## src/rtl/fnd_pkg.sv

```systemverilog
// -----------------------------------------------------------------------------
// fnd_pkg
// Shared definitions for the 3-digit 7-segment (FND) scan driver.
//   NUM_DIGITS      : number of multiplexed digits on the display
//   SEG_0..SEG_9    : active-high segment patterns, bit order {g,f,e,d,c,b,a}
//   SEG_DASH        : pattern shown for non-decimal nibbles (g only)
//   SEG_OFF         : all segments dark
//   digit_t         : digit index used by the scanner (ones, tens, hundreds)
// -----------------------------------------------------------------------------
package fnd_pkg;

    localparam int NUM_DIGITS = 3;

    localparam logic [6:0] SEG_0    = 7'b0111111;
    localparam logic [6:0] SEG_1    = 7'b0000110;
    localparam logic [6:0] SEG_2    = 7'b1011011;
    localparam logic [6:0] SEG_3    = 7'b1001111;
    localparam logic [6:0] SEG_4    = 7'b1100110;
    localparam logic [6:0] SEG_5    = 7'b1101101;
    localparam logic [6:0] SEG_6    = 7'b1111101;
    localparam logic [6:0] SEG_7    = 7'b0000111;
    localparam logic [6:0] SEG_8    = 7'b1111111;
    localparam logic [6:0] SEG_9    = 7'b1101111;
    localparam logic [6:0] SEG_DASH = 7'b1000000;
    localparam logic [6:0] SEG_OFF  = 7'b0000000;

    typedef enum logic [1:0] {
        DIGIT_ONES     = 2'd0,
        DIGIT_TENS     = 2'd1,
        DIGIT_HUNDREDS = 2'd2
    } digit_t;

endpackage

```

## src/rtl/bcd_to_seg7.sv

```systemverilog
// -----------------------------------------------------------------------------
// bcd_to_seg7
// Combinational BCD nibble to 7-segment decoder, active-high outputs.
// Nibbles 10..15 are not valid BCD and are rendered as a dash so a bad
// upstream value is visible instead of showing a misleading digit.
//   digit : 4-bit BCD nibble
//   seg   : segment pattern {g,f,e,d,c,b,a}, 1 = lit
// -----------------------------------------------------------------------------
module bcd_to_seg7
    import fnd_pkg::*;
(
    input  logic [3:0] digit,
    output logic [6:0] seg
);

    always_comb begin
        seg = SEG_DASH;
        case (digit)
            4'd0:    seg = SEG_0;
            4'd1:    seg = SEG_1;
            4'd2:    seg = SEG_2;
            4'd3:    seg = SEG_3;
            4'd4:    seg = SEG_4;
            4'd5:    seg = SEG_5;
            4'd6:    seg = SEG_6;
            4'd7:    seg = SEG_7;
            4'd8:    seg = SEG_8;
            4'd9:    seg = SEG_9;
            default: seg = SEG_DASH;
        endcase
    end

endmodule

```

## src/rtl/bcd_fnd_scan.sv

```systemverilog
// -----------------------------------------------------------------------------
// bcd_fnd_scan
// Time-multiplexed driver for a 3-digit 7-segment display fed by a packed
// BCD word. The word is snapshotted once per frame so the digits of one
// displayed number always come from the same converter output.
//   clk      : system clock
//   rst      : synchronous active-high reset
//   bcd_in   : {hundreds, tens, ones} BCD nibbles
//   blank_en : leading-zero blanking enable, sampled live
//   seg      : segments {g,f,e,d,c,b,a}
//   dp       : decimal point, never lit
//   an       : digit enables, an[0] = ones .. an[2] = hundreds
// Parameters:
//   SCAN_DIV   : clock cycles per digit slot (>= 2)
//   BLANK_CYC  : dead-time cycles at the start of each slot (< SCAN_DIV)
//   ACTIVE_LOW : 1 = seg/dp/an are active-low, 0 = active-high
// -----------------------------------------------------------------------------
module bcd_fnd_scan
    import fnd_pkg::*;
#(
    parameter int SCAN_DIV   = 100000,
    parameter int BLANK_CYC  = 1000,
    parameter bit ACTIVE_LOW = 1'b1
) (
    input  logic        clk,
    input  logic        rst,
    input  logic [11:0] bcd_in,
    input  logic        blank_en,
    output logic [6:0]  seg,
    output logic        dp,
    output logic [2:0]  an
);

    localparam int CNT_W = (SCAN_DIV > 2) ? $clog2(SCAN_DIV) : 1;
    localparam logic [CNT_W-1:0] CNT_LAST = CNT_W'(SCAN_DIV - 1);

    // XOR masks turn the active-high internal view into the pin polarity.
    localparam logic [6:0]            SEG_MASK = ACTIVE_LOW ? 7'h7F : 7'h00;
    localparam logic [NUM_DIGITS-1:0] AN_MASK  = ACTIVE_LOW ? '1 : '0;
    localparam logic                  DP_OFF   = ACTIVE_LOW;

    logic [CNT_W-1:0]      cnt;
    digit_t                idx;
    digit_t                idx_next;
    logic [11:0]           frame;
    logic [3:0]            nibble;
    logic                  digit_blank;
    logic                  slot_open;
    logic [6:0]            seg_dec;
    logic [6:0]            seg_raw;
    logic [NUM_DIGITS-1:0] an_raw;

    // Digit rotation: ones -> tens -> hundreds -> ones.
    always_comb begin
        idx_next = DIGIT_ONES;
        case (idx)
            DIGIT_ONES: idx_next = DIGIT_TENS;
            DIGIT_TENS: idx_next = DIGIT_HUNDREDS;
            default:    idx_next = DIGIT_ONES;
        endcase
    end

    // Pick the nibble for the current slot and decide leading-zero blanking.
    // Tens only counts as leading when hundreds is also zero; ones is
    // always shown so a value of zero still displays "0".
    always_comb begin
        nibble      = frame[3:0];
        digit_blank = 1'b0;
        case (idx)
            DIGIT_TENS: begin
                nibble      = frame[7:4];
                digit_blank = blank_en && (frame[11:4] == 8'h00);
            end
            DIGIT_HUNDREDS: begin
                nibble      = frame[11:8];
                digit_blank = blank_en && (frame[11:8] == 4'h0);
            end
            default: begin
                nibble      = frame[3:0];
                digit_blank = 1'b0;
            end
        endcase
    end

    // Dead time at the start of each slot lets the previous digit's anode
    // turn fully off before new segments appear (anti-ghosting). With no
    // dead time the comparison would be trivially true, so it is skipped.
    if (BLANK_CYC == 0) begin : g_no_dead_time
        assign slot_open = 1'b1;
    end else begin : g_dead_time
        assign slot_open = (cnt >= CNT_W'(BLANK_CYC));
    end

    bcd_to_seg7 u_decoder (
        .digit (nibble),
        .seg   (seg_dec)
    );

    // Active-high drive for the current cycle; everything dark unless the
    // slot is past its dead time and the digit is not blanked.
    always_comb begin
        seg_raw = SEG_OFF;
        an_raw  = '0;
        if (slot_open && !digit_blank) begin
            seg_raw = seg_dec;
            an_raw  = NUM_DIGITS'(1) << idx;
        end
    end

    // Slot counter, digit index, frame snapshot and registered outputs.
    // The frame reloads on the edge that leaves the hundreds slot, so a new
    // value always starts being shown from the ones digit.
    always_ff @(posedge clk) begin
        if (rst) begin
            cnt   <= '0;
            idx   <= DIGIT_ONES;
            frame <= '0;
            seg   <= SEG_OFF ^ SEG_MASK;
            an    <= AN_MASK;
            dp    <= DP_OFF;
        end else begin
            seg <= seg_raw ^ SEG_MASK;
            an  <= an_raw ^ AN_MASK;
            dp  <= DP_OFF;
            if (cnt == CNT_LAST) begin
                cnt <= '0;
                idx <= idx_next;
                if (idx == DIGIT_HUNDREDS) begin
                    frame <= bcd_in;
                end
            end else begin
                cnt <= cnt + 1'b1;
            end
        end
    end

endmodule

```

## config.mk

```make
export PLATFORM = sky130hd
export DESIGN_NAME = bcd_fnd_scan
export DESIGN_NICKNAME = d
export VERILOG_FILES = /design/src/rtl/fnd_pkg.sv /design/src/rtl/bcd_to_seg7.sv /design/src/rtl/bcd_fnd_scan.sv
export SDC_FILE = /design/constraint.sdc
export NUM_CORES = 1
export LEC_CHECK = 0
export BUFFER_PORTS_ARGS = -buffer_cell sky130_fd_sc_hd__buf_2
export CAP_MARGIN = 5
export CORE_UTILIZATION = 60
export CTS_CLUSTER_SIZE = 8
export DETAILED_ROUTE_END_ITERATION = 6
export PLACE_DENSITY = 0.83
export SYNTH_ARGS = -nofsm -noshare
export SYNTH_HDL_FRONTEND = slang
export SYNTH_SLANG_ARGS = --single-unit
export TNS_END_PERCENT = 1
```

## constraint.sdc

```tcl
create_clock -name clk -period 4.6 [get_ports clk]
set_clock_uncertainty 0.1 [all_clocks]
set_input_delay 0.92 -clock clk [delete_from_list [all_inputs] [get_ports clk]]
set_output_delay 0.92 -clock clk [all_outputs]
set_load 0.02 [all_outputs]
```

### Word-level counts from Yosys, hierarchy flattened

Memory sizes are Yosys's and may differ from the RTL's.
Cells that the tools add are included.

* $add $sub $neg: 1
* multipliers: 0
* divide/modulo/power cells: 0
* $lt $le $gt $ge: 1
* equal/unequal tests: 3
* shift operators: 1
* multiplexer cells: 5
* bitwise operators: 2
* reductions and logical operators: 9

Operator list (number)
* 17-bit by 1-bit adder with 17-bit output, second input constant: 1
* 17-bit == test, second input constant: 1
* 17-bit by 10-bit greater-or-equal comparator with 1-bit output, second input constant: 1
* 8-bit logical NOT: 1
* 4-bit case mux with 2 select lines: 1
* 7-bit two-way mux: 1
* 7-bit NOT: 1
* 4-bit logical NOT: 1
* 2-bit case mux with 2 select lines: 1
* 1-bit logical AND: 3
* 3-bit two-way mux: 1
* 3-bit NOT: 1
* 1-bit by 2-bit left shift with 3-bit output, first input constant: 1
* 2-bit by 1-bit == test with 1-bit output, second input constant: 1
* 2-bit == test, second input constant: 1
* 2-bit logical NOT: 1
* 1-bit case mux with 2 select lines: 1
* 2-bit AND reduction: 1
* 2-bit OR reduction: 1
* 1-bit logical NOT: 1

* register bits: 41
* latch bits: 0
* bits in writable memories: 0
* ROM bits: 112
* bits of input ports: 15
* output and inout bits: 11
* logic and storage cells: 28
* memories kept: 1

Memories
* (no name shown): words 16, width 7, rd ports 1, clocked after Yosys merged registers in 0, write ports 0, RTL line bcd_to_seg7.sv:18 `case (digit)`

### Longest topological paths before layout

Gate-level depths: netlist of the first run.

* depth in word-level cells: 7
* depth in mapped cells: 10
* mapped depth without buffers: 9

### Modules after synthesis

Synthesis of the first run repeated with hierarchy kept, for this count alone.

* cells, all modules: 231
* area total of the unflattened synthesis: 2039.5 um2

By module, submodules not included
* bcd_fnd_scan: instances 1, cells each 202, area an instance 1811.7 um2, sequential area each 820.8 um2
* bcd_to_seg7: instances 1, cells each 29, area an instance 227.7 um2, sequential area each 0.0 um2

### Least setup slack after synthesis of the first run

Ideal clock, no wire load.

* kind: register to register
* start: register idx[0]
* end: register seg[3]
* setup time: 143 ps
* arrival time: 2018 ps
* data required time: 4357 ps
* setup slack: 2338 ps
* cell stages (with the launch flop): 11
* buffers on the path: 1
* clock period less this slack: 2262 ps
* path through: dfxtp_1 inv_1 ha_1 clkbuf_1 nor2_1 a21oi_1 inv_1 ha_1 mux2_2 nand2_1 nand3_1

* word-level cells in the longest chain between the ends: 6
* elaborated cells on any way between the ends: 9
* those cells by class: eq/ne: 2; mux: 3; bitwise: 1; reduce/logical: 2; memory: 1

Ends and longest elaborated chain
* start, declared: RTL line bcd_fnd_scan.sv:43 `digit_t idx;`
* start signal, assigned: RTL line bcd_fnd_scan.sv:127 `idx <= idx_next;`
* parallel branches: the longest is 4 deep, another holds memory read 16 x 7 bit
* 7-bit two-way mux (*): RTL line bcd_fnd_scan.sv:104 `if (slot_open && !digit_blank) begin`
* 7-bit NOT (no line) (*)
* end signal, assigned: RTL line bcd_fnd_scan.sv:118 `seg <= SEG_OFF ^ SEG_MASK;`
* end signal, assigned: RTL line bcd_fnd_scan.sv:122 `seg <= seg_raw ^ SEG_MASK;`
* end, declared: RTL line bcd_fnd_scan.sv:29 `output logic [6:0] seg,`

Mark *: on every way between the ends.
A chain may end at the register's enable or synchronous reset.

### Worst setup path after layout of the first run

Ends and elaborated chain as after synthesis.

==> flow_metrics.py, run 1 <==
metrics = {
    "synth": {
        "synthFlopType": "dfxtp_1",
        "ys_async_sr_fraction": 0,
        "syn_nets": 237,
        "yosysTopAreaCellShare": 0.428,
        "syn-instance-count": 210,
        "synth_edf_count": 0,
        "synth.distinct_cells": 36,
        "yosysTopAreaCell": "dfxtp_1",
        "synth_most_common_cell": "dfxtp_1",
        "yosysSeqAreaShare": 0.428,
        "synthTopCellsByArea": "dfxtp_1 43%, ha_1 7.8%, mux2i_1 7.8%",
        "mappedNetlistArea_mm2": 0.00192,
        "post_synth.cell_area_avg_um2": 9.13,
        "synth-seq-cells": 41,
        "synth.cells.most_frequent": "41 x dfxtp_1, 40 x nor2_1, 18 x nand2_1",
        "ys.warnings.count": 0,
    },
    "worst_hold_path": {
        "hp-class": "flop to flop",
        "hold-path-endpoint": "cnt[0]$_SDFF_PP0_",
        "hold_depth": 1,
        "min_from": "cnt[0]$_SDFF_PP0_",
    },
    "timing": {
        "hold_viol": 0,
        "setup_viol": 0,
        "slew_headroom": 0.463,
        "tightest_slew_ps": 784,
        "timing.hold.ws_ps": 407,
        "post-route-period-util": 0.523,
        "drv_slew": 0,
        "rsz0062_at_grt": "false",
        "post-route-min-period_ps": 2410,
        "timing.fmax_mhz": 416,
        "fin_setup_tns_ps": 0,
    },
    "die": {
        "rows": 20,
        "initial_core_util": 0.628,
        "die_y_um": 58.5,
        "io_pins": 26,
        "fp.dieW_um": 58.5,
        "die-area_mm2": 0.00342,
        "core_mm2": 0.00305,
    },
    "final_layout": {
        "drive_gt1_frac": 0.166,
        "final_nets": 261,
        "area_delta_synth_final_pct": 12.7,
        "insertedDiodeCount": 0,
        "fillers": 252,
        "utilization": 0.707,
    },
    "outcome": {
        "status": "complete, no violations",
    },
    "critical_path": {
        "r2r-end": "seg[3]$_SDFF_PP1_",
        "worstPathRequired_ps": 4750,
        "arrival_ps": 2560,
        "r2r_start": "idx[0]$_SDFFE_PP0P_",
        "rrSetupSlack_ps": 2190,
        "critPathKind": "flop to flop",
        "cp_max_fo": 8,
        "crit_path_cell_trace": "inv_1 > ha_1 > nor2_1 > a21oi_1 > inv_1 > ha_1 > mux2_2 > nand2_1 > nand3_1",
        "cp-start-kind": "flop",
        "slowest_stage": "ha_1",
        "cp-end-kind": "flop",
        "r2r_cells": 9,
        "path_delay_family": "adder cells",
        "path_buf_inv": 2,
        "critPathMaxStageDelay_ps": 430,
    },
    "placed_design": {
        "numPortBuffers": 24,
        "hpwl_um": 2410,
        "gp_congestion": 0.880,
    },
    "cts": {
        "clk_latency_ps": 370,
        "cts.repair.resized": 0,
        "cts_buffers": 5,
        "postCtsSetupBuffers": 0,
        "clock_sinks": 41,
        "h-tree-depth": 2,
        "cts_hold_buf": 0,
        "cts_root_buf": "clkbuf_4",
        "clk_pin_slew_ps": 130,
        "clockBufferDepth": 2,
        "cts_tree": "yes",
    },
    "global_routing": {
        "antenna_found_initial": 0,
        "grt_pass1_wl_um": 5970,
        "grt_max_degree": 19,
        "gr-total-overflow": 0,
        "grt_pass1_vias": 1371,
        "gr-usage-all-layers": 0.231,
    },
    "power_and_ir_drop": {
        "p_switching_uw": 135,
        "seqPwrFrac": 0.539,
        "p_int_uw": 534,
        "pwr-share-clk": 0.432,
        "power_frac_comb": 0.029,
        "p_per_area_mw_per_mm2": 310,
        "power_leakage_nw": 0.912,
        "finalPower_uw": 669,
        "p_sw_frac": 0.201,
        "ir_drop_v": 0.000203,
    },
    "run": {
        "drv_cap": 0,
    },
    "detailed_routing": {
        "vias": 1448,
        "drt_iter0_markers": 79,
        "final_antenna_net_count": 0,
        "wire_per_inst_um": 12.3,
        "drtPass1Iterations": 4,
        "routed_wl_um": 3440,
        "drc": 0,
        "vias_per_cell": 5.19,
    },
}
==> worst max-delay path by stage <==
stage	start	to	slack, ps	cells past startpoint
floorplan	idx[0]$_SDFFE_PP0P_	seg[3]$_SDFF_PP1_	2340	10
detailed placement	cnt[6]$_SDFF_PP0_	frame[8]$_SDFFE_PP0P_	2200	5
CTS	cnt[6]$_SDFF_PP0_	frame[8]$_SDFFE_PP0P_	2180	5
finish	idx[0]$_SDFFE_PP0P_	seg[3]$_SDFF_PP1_	2190	9
global placement	idx[0]$_SDFFE_PP0P_	seg[3]$_SDFF_PP1_	2220	9
global route	cnt[13]$_SDFF_PP0_	frame[4]$_SDFFE_PP0P_	1960	4
==> area by class of cell <==
type | count | area, µm² | area share
tap | 44 | 55.1 | 0.0255
clock buffer | 5 | 37.5 | 0.0174
sequential | 41 | 821 | 0.380
multi-input combinational | 154 | 1030 | 0.477
timing repair buffer | 24 | 120 | 0.0556
clock inverter | 3 | 65.1 | 0.0301
inverter | 8 | 30.0 | 0.0139
==> power by group through the flow <==
stage	sequential [mW]	combinational (mW)	clock, mW
4_1_cts	0.360	0.0198	0.293
2_1_floorplan	0.368	0.0121	0
3_3_place_gp	0.368	0.0189	0
6_report	0.360	0.0195	0.289
3_5_place_dp	0.368	0.0197	0
5_1_grt	0.361	0.0221	0.308
==> flip-flops by register name, summed over array words and instances (netlist names) <==
name and flops:
an 3, idx 2, cnt 17, frame 12
seg 7
==> cells by family after synthesis <==
logic type / count (synthesis) / synth area share
xor+xnor: 15 / 0.0685
compound gates: 17 / 0.0685
other cells: 1 / 0.00196
fa+ha+maj: 12 / 0.0783
flops: 41 / 0.428
simple gates: 92 / 0.230
mux: 17 / 0.0901
buf+inv: 15 / 0.0339
==> cells in the final DEF (no fill, tap or decap), drive strengths merged <==
cell,netlist,final
dfxtp,41,41
nor2,40,40
buf,4,24
nand2,18,18
nand3,15,15
mux2i,15,15
xor2,12,12
ha,12,12
inv,8,8
o21ai,7,7
clkbuf,3,5
nor4,4,4
a22oi,3,3
nor2b,3,3
and3,3,3
xnor2,3,3
a21oi,2,2
mux2,2,2
nand4,2,2
bufinv,0,2
or4b,2,2
a22o,1,1
nor4b,1,1
and4,1,1
nor3,1,1
o2111a,1,1
a311oi,1,1
or2,1,1
o211a,1,1
o211ai,1,1
nand2b,1,1
conb,1,1
clkinv,0,1
==> metal layers <==
layer	vias up	global-route usage	wire length [µm]
met1	659	0.261	1540
met3	7	0.0527	131
met2	30	0.412	1700
met5	-	0	0
li1	752	-	-
met4	0	0.105	70
==> worst reg2reg max path, stage by stage (launching register included) <==
cell and delay [ps]:
dfxtp_1 400, inv_1 100, ha_1 440, nor2_1 70
a21oi_1 310, inv_1 150, ha_1 340, mux2_2 260
nand2_1 60, nand3_1 70
==> metrics by stage <==
| stage | std cells | setup slack, ps | area (µm²) |
|---|---|---|---|
| final | 279 | 2190 | 2160 |
| after global routing | 279 | 1960 | 2160 |
| after CTS | 279 | 2180 | 2160 |
| after detailed placement | 271 | 2200 | 2060 |
| after global placement | 271 | 2220 | 2060 |
| after floorplan | 210 | 2340 | 1920 |
Power figures use the tool's default switching activity.
==> run 2: changes to the inputs <==
- CORE_UTILIZATION: 60 -> 56
- PLACE_DENSITY: 0.83 -> 0.78
- clock period: 4.6 -> 2.3 ns (I/O delays scaled with it)
==> flow_metrics.py, run 2 (synthesis results as in run 1) <==
metrics = {
    "critical_path": {
        "r2r_cells": 9,
        "worstPathRequired_ps": 2430,
        "cp-end-kind": "flop",
        "cp_max_fo": 5,
        "arrival_ps": 2280,
        "slowest_stage": "dfxtp_1",
        "cp-start-kind": "flop",
        "critPathKind": "flop to flop",
        "crit_path_cell_trace": "inv_1 > ha_1 > a22oi_1 > a21oi_1 > inv_1 > ha_1 > mux2_2 > nand2_1 > nand3_1",
        "critPathMaxStageDelay_ps": 340,
    },
    "detailed_routing": {
        "drtPass1Iterations": 4,
        "vias": 1487,
        "routed_wl_um": 3560,
        "vias_per_cell": 5.09,
        "wire_per_inst_um": 12.2,
        "drc": 0,
        "drt_iter0_markers": 41,
        "final_antenna_net_count": 0,
    },
    "die": {
        "fp.dieW_um": 60.5,
        "io_pins": 26,
        "core_mm2": 0.00315,
        "die-area_mm2": 0.00366,
        "die_y_um": 60.5,
        "initial_core_util": 0.608,
        "rows": 20,
    },
    "global_routing": {
        "grt_pass1_vias": 1306,
        "grt_max_degree": 19,
        "antenna_found_initial": 0,
        "busiest_layer": "met2",
        "gr-usage-all-layers": 0.215,
        "grt_pass1_wl_um": 5690,
        "gr-total-overflow": 0,
        "use_met3": 0.0768,
        "met2_usage": 0.370,
        "grt_use_met1": 0.247,
    },
    "final_layout": {
        "insertedDiodeCount": 0,
        "final_nets": 274,
        "multi_input_area_mm2": 0.00105,
        "fillers": 257,
        "seqCellArea_um2": 821,
        "area_delta_synth_final_pct": 18.7,
        "final_common_cell": "dfxtp_1",
        "largestRegisters": "cnt x17, frame x12, seg x7",
        "most-common-layout-cells": "41 x dfxtp_1, 40 x nor2_1, 24 x buf_2",
        "drive_gt1_frac": 0.222,
        "max_flop_register": "cnt",
        "finalNonFillerCells": 292,
        "utilization": 0.722,
        "largest_register_ffs": 17,
    },
    "placed_design": {
        "dpl.cell_count": 284,
        "numPortBuffers": 24,
        "gp_congestion": 0.799,
        "pre_cts_ws_ps": 64.9,
        "hpwl_um": 2640,
    },
    "cts": {
        "cts_buffers": 5,
        "clockBufferDepth": 2,
        "h-tree-depth": 2,
        "cts_hold_buf": 0,
        "clk_latency_ps": 350,
        "cts_root_buf": "clkbuf_4",
        "cts_tree": "yes",
        "clk_pin_slew_ps": 120,
        "clock_sinks": 41,
    },
    "power_and_ir_drop": {
        "p_switching_uw": 259,
        "seqPwrFrac": 0.537,
        "p_sw_frac": 0.194,
        "power_leakage_nw": 0.976,
        "power_frac_comb": 0.039,
        "p_int_mw": 1.08,
        "ir_drop_v": 0.000479,
        "pwr-share-clk": 0.424,
        "p_per_area_mw_per_mm2": 586,
    },
    "timing": {
        "tightest_slew_ps": 673,
        "post-route-period-util": 0.932,
        "drv_slew": 0,
        "timing.hold.ws_ps": 235,
        "timing.fmax_mhz": 467,
        "post-route-min-period_ps": 2140,
        "setup_viol": 0,
        "rsz0062_at_grt": "false",
        "fin_ws_ps": 157,
        "fin_setup_tns_ps": 0,
        "slew_headroom": 0.547,
        "hold_viol": 0,
    },
    "worst_hold_path": {
        "hp-class": "input pin to flop",
        "hold_depth": 3,
    },
    "outcome": {
        "status": "complete, no violations",
    },
    "run": {
        "drv_cap": 0,
    },
}
-- run 2: changes by cell type in the layout (fill, tap and decap cells not counted) --
cell | before | now
a21oi_1 | 2 | 1
ha_2 | 0 | 1
buf_4 | 0 | 13
ha_4 | 0 | 1
ha_1 | 12 | 10
a21oi_2 | 0 | 1
-- run 2: metrics by stage --
| stage | power, mW | cell area (µm²) |
|---|---|---|
| floorplan | 0.760 | 1920 |
| global placement | 0.784 | 2150 |
| detailed placement | 0.785 | 2150 |
| CTS | 1.35 | 2260 |
| global route | 1.39 | 2280 |
| finish | 1.33 | 2280 |
-- run 2: routing by layer --
| metal | part of all wire | vias up |
|---|---|---|
| li1 | - | 780 |
| met1 | 0.48 | 676 |
| met2 | 0.48 | 29 |
| met3 | 0.039 | 2 |
| met4 | 0.0053 | 0 |
| met5 | 0 | - |
-- run 2: critical path, delay by kind of cell (launching register included) --
family                   cells  cell delay [ps]
adder cells (fa/ha/maj)      2              600
flip-flops                   1              340
buffers and inverters        2              270
AO/OA/AOI/OAI                2              320
AND/OR/NAND/NOR              2              130
multiplexers                 1              270
-- run 2: final cells by class --
cell class | count | share of cell area
clock buffer | 5 | 0.0165
clock inverter | 3 | 0.0286
inverter | 8 | 0.0132
multi-input combinational | 154 | 0.461
sequential | 41 | 0.361
tap | 44 | 0.0242
timing repair buffer | 37 | 0.0957
-- run 2: what timing repair did --
item | CTS | global route
resized for setup | 0 | 4
setup buffers | 0 | 0
setup endpoints to repair | 0 | 2
-- run 2: worst paths after layout --
path / from / to / slack [ps]
setup / recovery: idx[1]$_SDFFE_PP0P_ / seg[3]$_SDFF_PP1_ / 160
setup reg to reg: idx[1]$_SDFFE_PP0P_ / seg[3]$_SDFF_PP1_ / 160
hold / removal: bcd_in[11] / frame[11]$_SDFFE_PP0P_ / 240
hold reg to reg: frame[1]$_SDFFE_PP0P_ / frame[1]$_SDFFE_PP0P_ / 420
-- run 2: power groups by stage --
| stage | Sequential (mW) | Clock [mW] | Combinational (mW) |
|---|---|---|---|
| after floorplan | 0.735 | 0 | 0.0243 |
| after CTS | 0.717 | 0.579 | 0.0520 |
| after global placement | 0.733 | 0 | 0.0511 |
| after global routing | 0.718 | 0.619 | 0.0564 |
| final | 0.717 | 0.565 | 0.0518 |
| after detailed placement | 0.733 | 0 | 0.0519 |
==> run 3: changes to the inputs <==
- CORE_UTILIZATION: 56 -> 26
- PLACE_DENSITY: 0.78 -> unset
==> flow_metrics.py, run 3 (synthesis results as in run 1) <==
metrics = {
    "final_layout": {
        "most-common-layout-cells": "41 x dfxtp_1, 40 x nor2_1, 24 x buf_2",
        "largest_register_ffs": 17,
        "max_flop_register": "cnt",
        "drive_gt1_frac": 0.209,
        "utilization": 0.335,
        "area_delta_synth_final_pct": 21.5,
        "largestRegisters": "cnt x17, frame x12, seg x7",
        "seqCellArea_um2": 821,
        "fillers": 731,
        "final_nets": 270,
        "final_common_cell": "dfxtp_1",
        "multi_input_area_mm2": 0.00105,
        "finalNonFillerCells": 340,
        "insertedDiodeCount": 0,
    },
    "cts": {
        "clockBufferDepth": 2,
        "postCtsSetupBuffers": 0,
        "cts_root_buf": "clkbuf_8",
        "h-tree-depth": 2,
        "cts_tree": "yes",
        "cts_hold_buf": 0,
        "clock_sinks": 41,
        "clk_pin_slew_ps": 90,
        "cts.repair.resized": 0,
        "clk_latency_ps": 300,
        "cts_buffers": 5,
    },
    "global_routing": {
        "met2_usage": 0.178,
        "use_met3": 0.0349,
        "busiest_layer": "met2",
        "grt_pass1_wl_um": 6400,
        "grt_pass1_vias": 1447,
        "grt_max_degree": 19,
        "gr-total-overflow": 0,
        "grt_use_met1": 0.126,
        "gr-usage-all-layers": 0.109,
        "antenna_found_initial": 0,
    },
    "critical_path": {
        "r2r_cells": 9,
        "setup.worst_path.end": "seg[3]$_SDFF_PP1_",
        "rrSetupSlack_ps": 170,
        "critPathLaunch": "idx[1]$_SDFFE_PP0P_",
        "cp-start-kind": "flop",
        "cp_max_fo": 5,
        "slowest_stage": "dfxtp_1",
        "critPathKind": "flop to flop",
        "path_buf_inv": 2,
        "r2r_start": "idx[1]$_SDFFE_PP0P_",
        "worst-path-stages": 9,
        "arrival_ps": 2210,
        "crit_path_cell_trace": "inv_1 > ha_1 > a22oi_1 > a21oi_1 > inv_1 > ha_1 > mux2_2 > nand2_1 > nand3_1",
        "r2r-end": "seg[3]$_SDFF_PP1_",
        "cp-end-kind": "flop",
        "critPathMaxStageDelay_ps": 330,
        "path_delay_family": "adder cells",
        "worstPathRequired_ps": 2380,
    },
    "detailed_routing": {
        "final_antenna_net_count": 0,
        "wire_per_inst_um": 10.9,
        "routed_wl_um": 3700,
        "vias": 1458,
        "drt_iter0_markers": 46,
        "drc": 0,
        "vias_per_cell": 4.29,
        "drtPass1Iterations": 4,
    },
    "power_and_ir_drop": {
        "ir_drop_v": 0.000200,
        "power_leakage_nw": 0.958,
        "p_per_area_mw_per_mm2": 590,
    },
    "timing": {
        "hold_viol": 0,
        "timing.fmax_mhz": 470,
        "timing.hold.ws_ps": 281,
        "rsz0062_at_grt": "false",
        "post-route-min-period_ps": 2130,
        "post-route-period-util": 0.925,
        "drv_slew": 0,
        "tightest_slew_ps": 727,
        "setup_viol": 0,
        "slew_headroom": 0.511,
        "fin_setup_tns_ps": 0,
    },
    "die": {
        "fp.dieW_um": 87.9,
        "rows": 30,
        "core_mm2": 0.00694,
        "initial_core_util": 0.276,
        "io_pins": 26,
        "die_y_um": 87.9,
        "die-area_mm2": 0.00772,
    },
    "run": {
        "drv_cap": 0,
    },
    "placed_design": {
        "gp_congestion": 0.807,
        "hpwl_um": 2760,
        "dpl.cell_count": 332,
        "numPortBuffers": 24,
    },
    "outcome": {
        "status": "complete, no violations",
    },
    "worst_hold_path": {
        "hp-class": "input pin to flop",
        "min_from": "bcd_in[8]",
    },
}
[run 3: cell types whose count changed in the layout (fill, tap and decap cells not counted), sizes merged]
cell      previous run  this run
clkinvlp             0         1
clkbuf               5         6
bufinv               2         1
clkinv               1         0
buf                 37        33
[run 3: cell type report]
cell class | instances | area share
clock buffer | 6 | 0.0355
clock inverter | 2 | 0.0161
inverter | 8 | 0.0129
multi-input combinational | 154 | 0.451
sequential | 41 | 0.352
tap | 96 | 0.0516
timing repair buffer | 33 | 0.0806
[run 3: worst min-delay path by stage]
stage	end	slack, ps	cells past startpoint
2_1_floorplan	cnt[0]$_SDFF_PP0_	350	1
3_3_place_gp	frame[1]$_SDFFE_PP0P_	400	2
3_5_place_dp	frame[3]$_SDFFE_PP0P_	400	2
4_1_cts	frame[8]$_SDFFE_PP0P_	280	3
5_1_grt	frame[2]$_SDFFE_PP0P_	290	3
6_report	frame[8]$_SDFFE_PP0P_	280	3
[run 3: tightest hold or removal path, cell delays in order]
cell	delay, ps
buf_2	70
mux2i_1	50
nor2_1	70
[run 3: power by group]
part / leakage, nW / total (mW) / internal [mW] / switching (mW)
logic: 0.570 / 0.0500 / 0.0237 / 0.0263
registers: 0.331 / 0.716 / 0.714 / 0.00231
clock network: 0.0574 / 0.607 / 0.353 / 0.254
[run 3: stage by stage]
step	power, mW	worst slack (ps)	area [µm²]
after detailed placement	0.783	111	2190
after CTS	1.39	70.4	2310
after floorplan	0.760	38.4	1920
after global placement	0.783	180	2190
after global routing	1.42	2.60	2330
final	1.37	172	2330
[run 3: per-layer routing]
metal | up-vias | wire length [µm] | part of all wire
met2 | 22 | 1680 | 0.45
met3 | 7 | 168 | 0.045
met4 | 0 | 71 | 0.019
met5 | - | 0 | 0
li1 | 773 | - | -
met1 | 656 | 1780 | 0.48
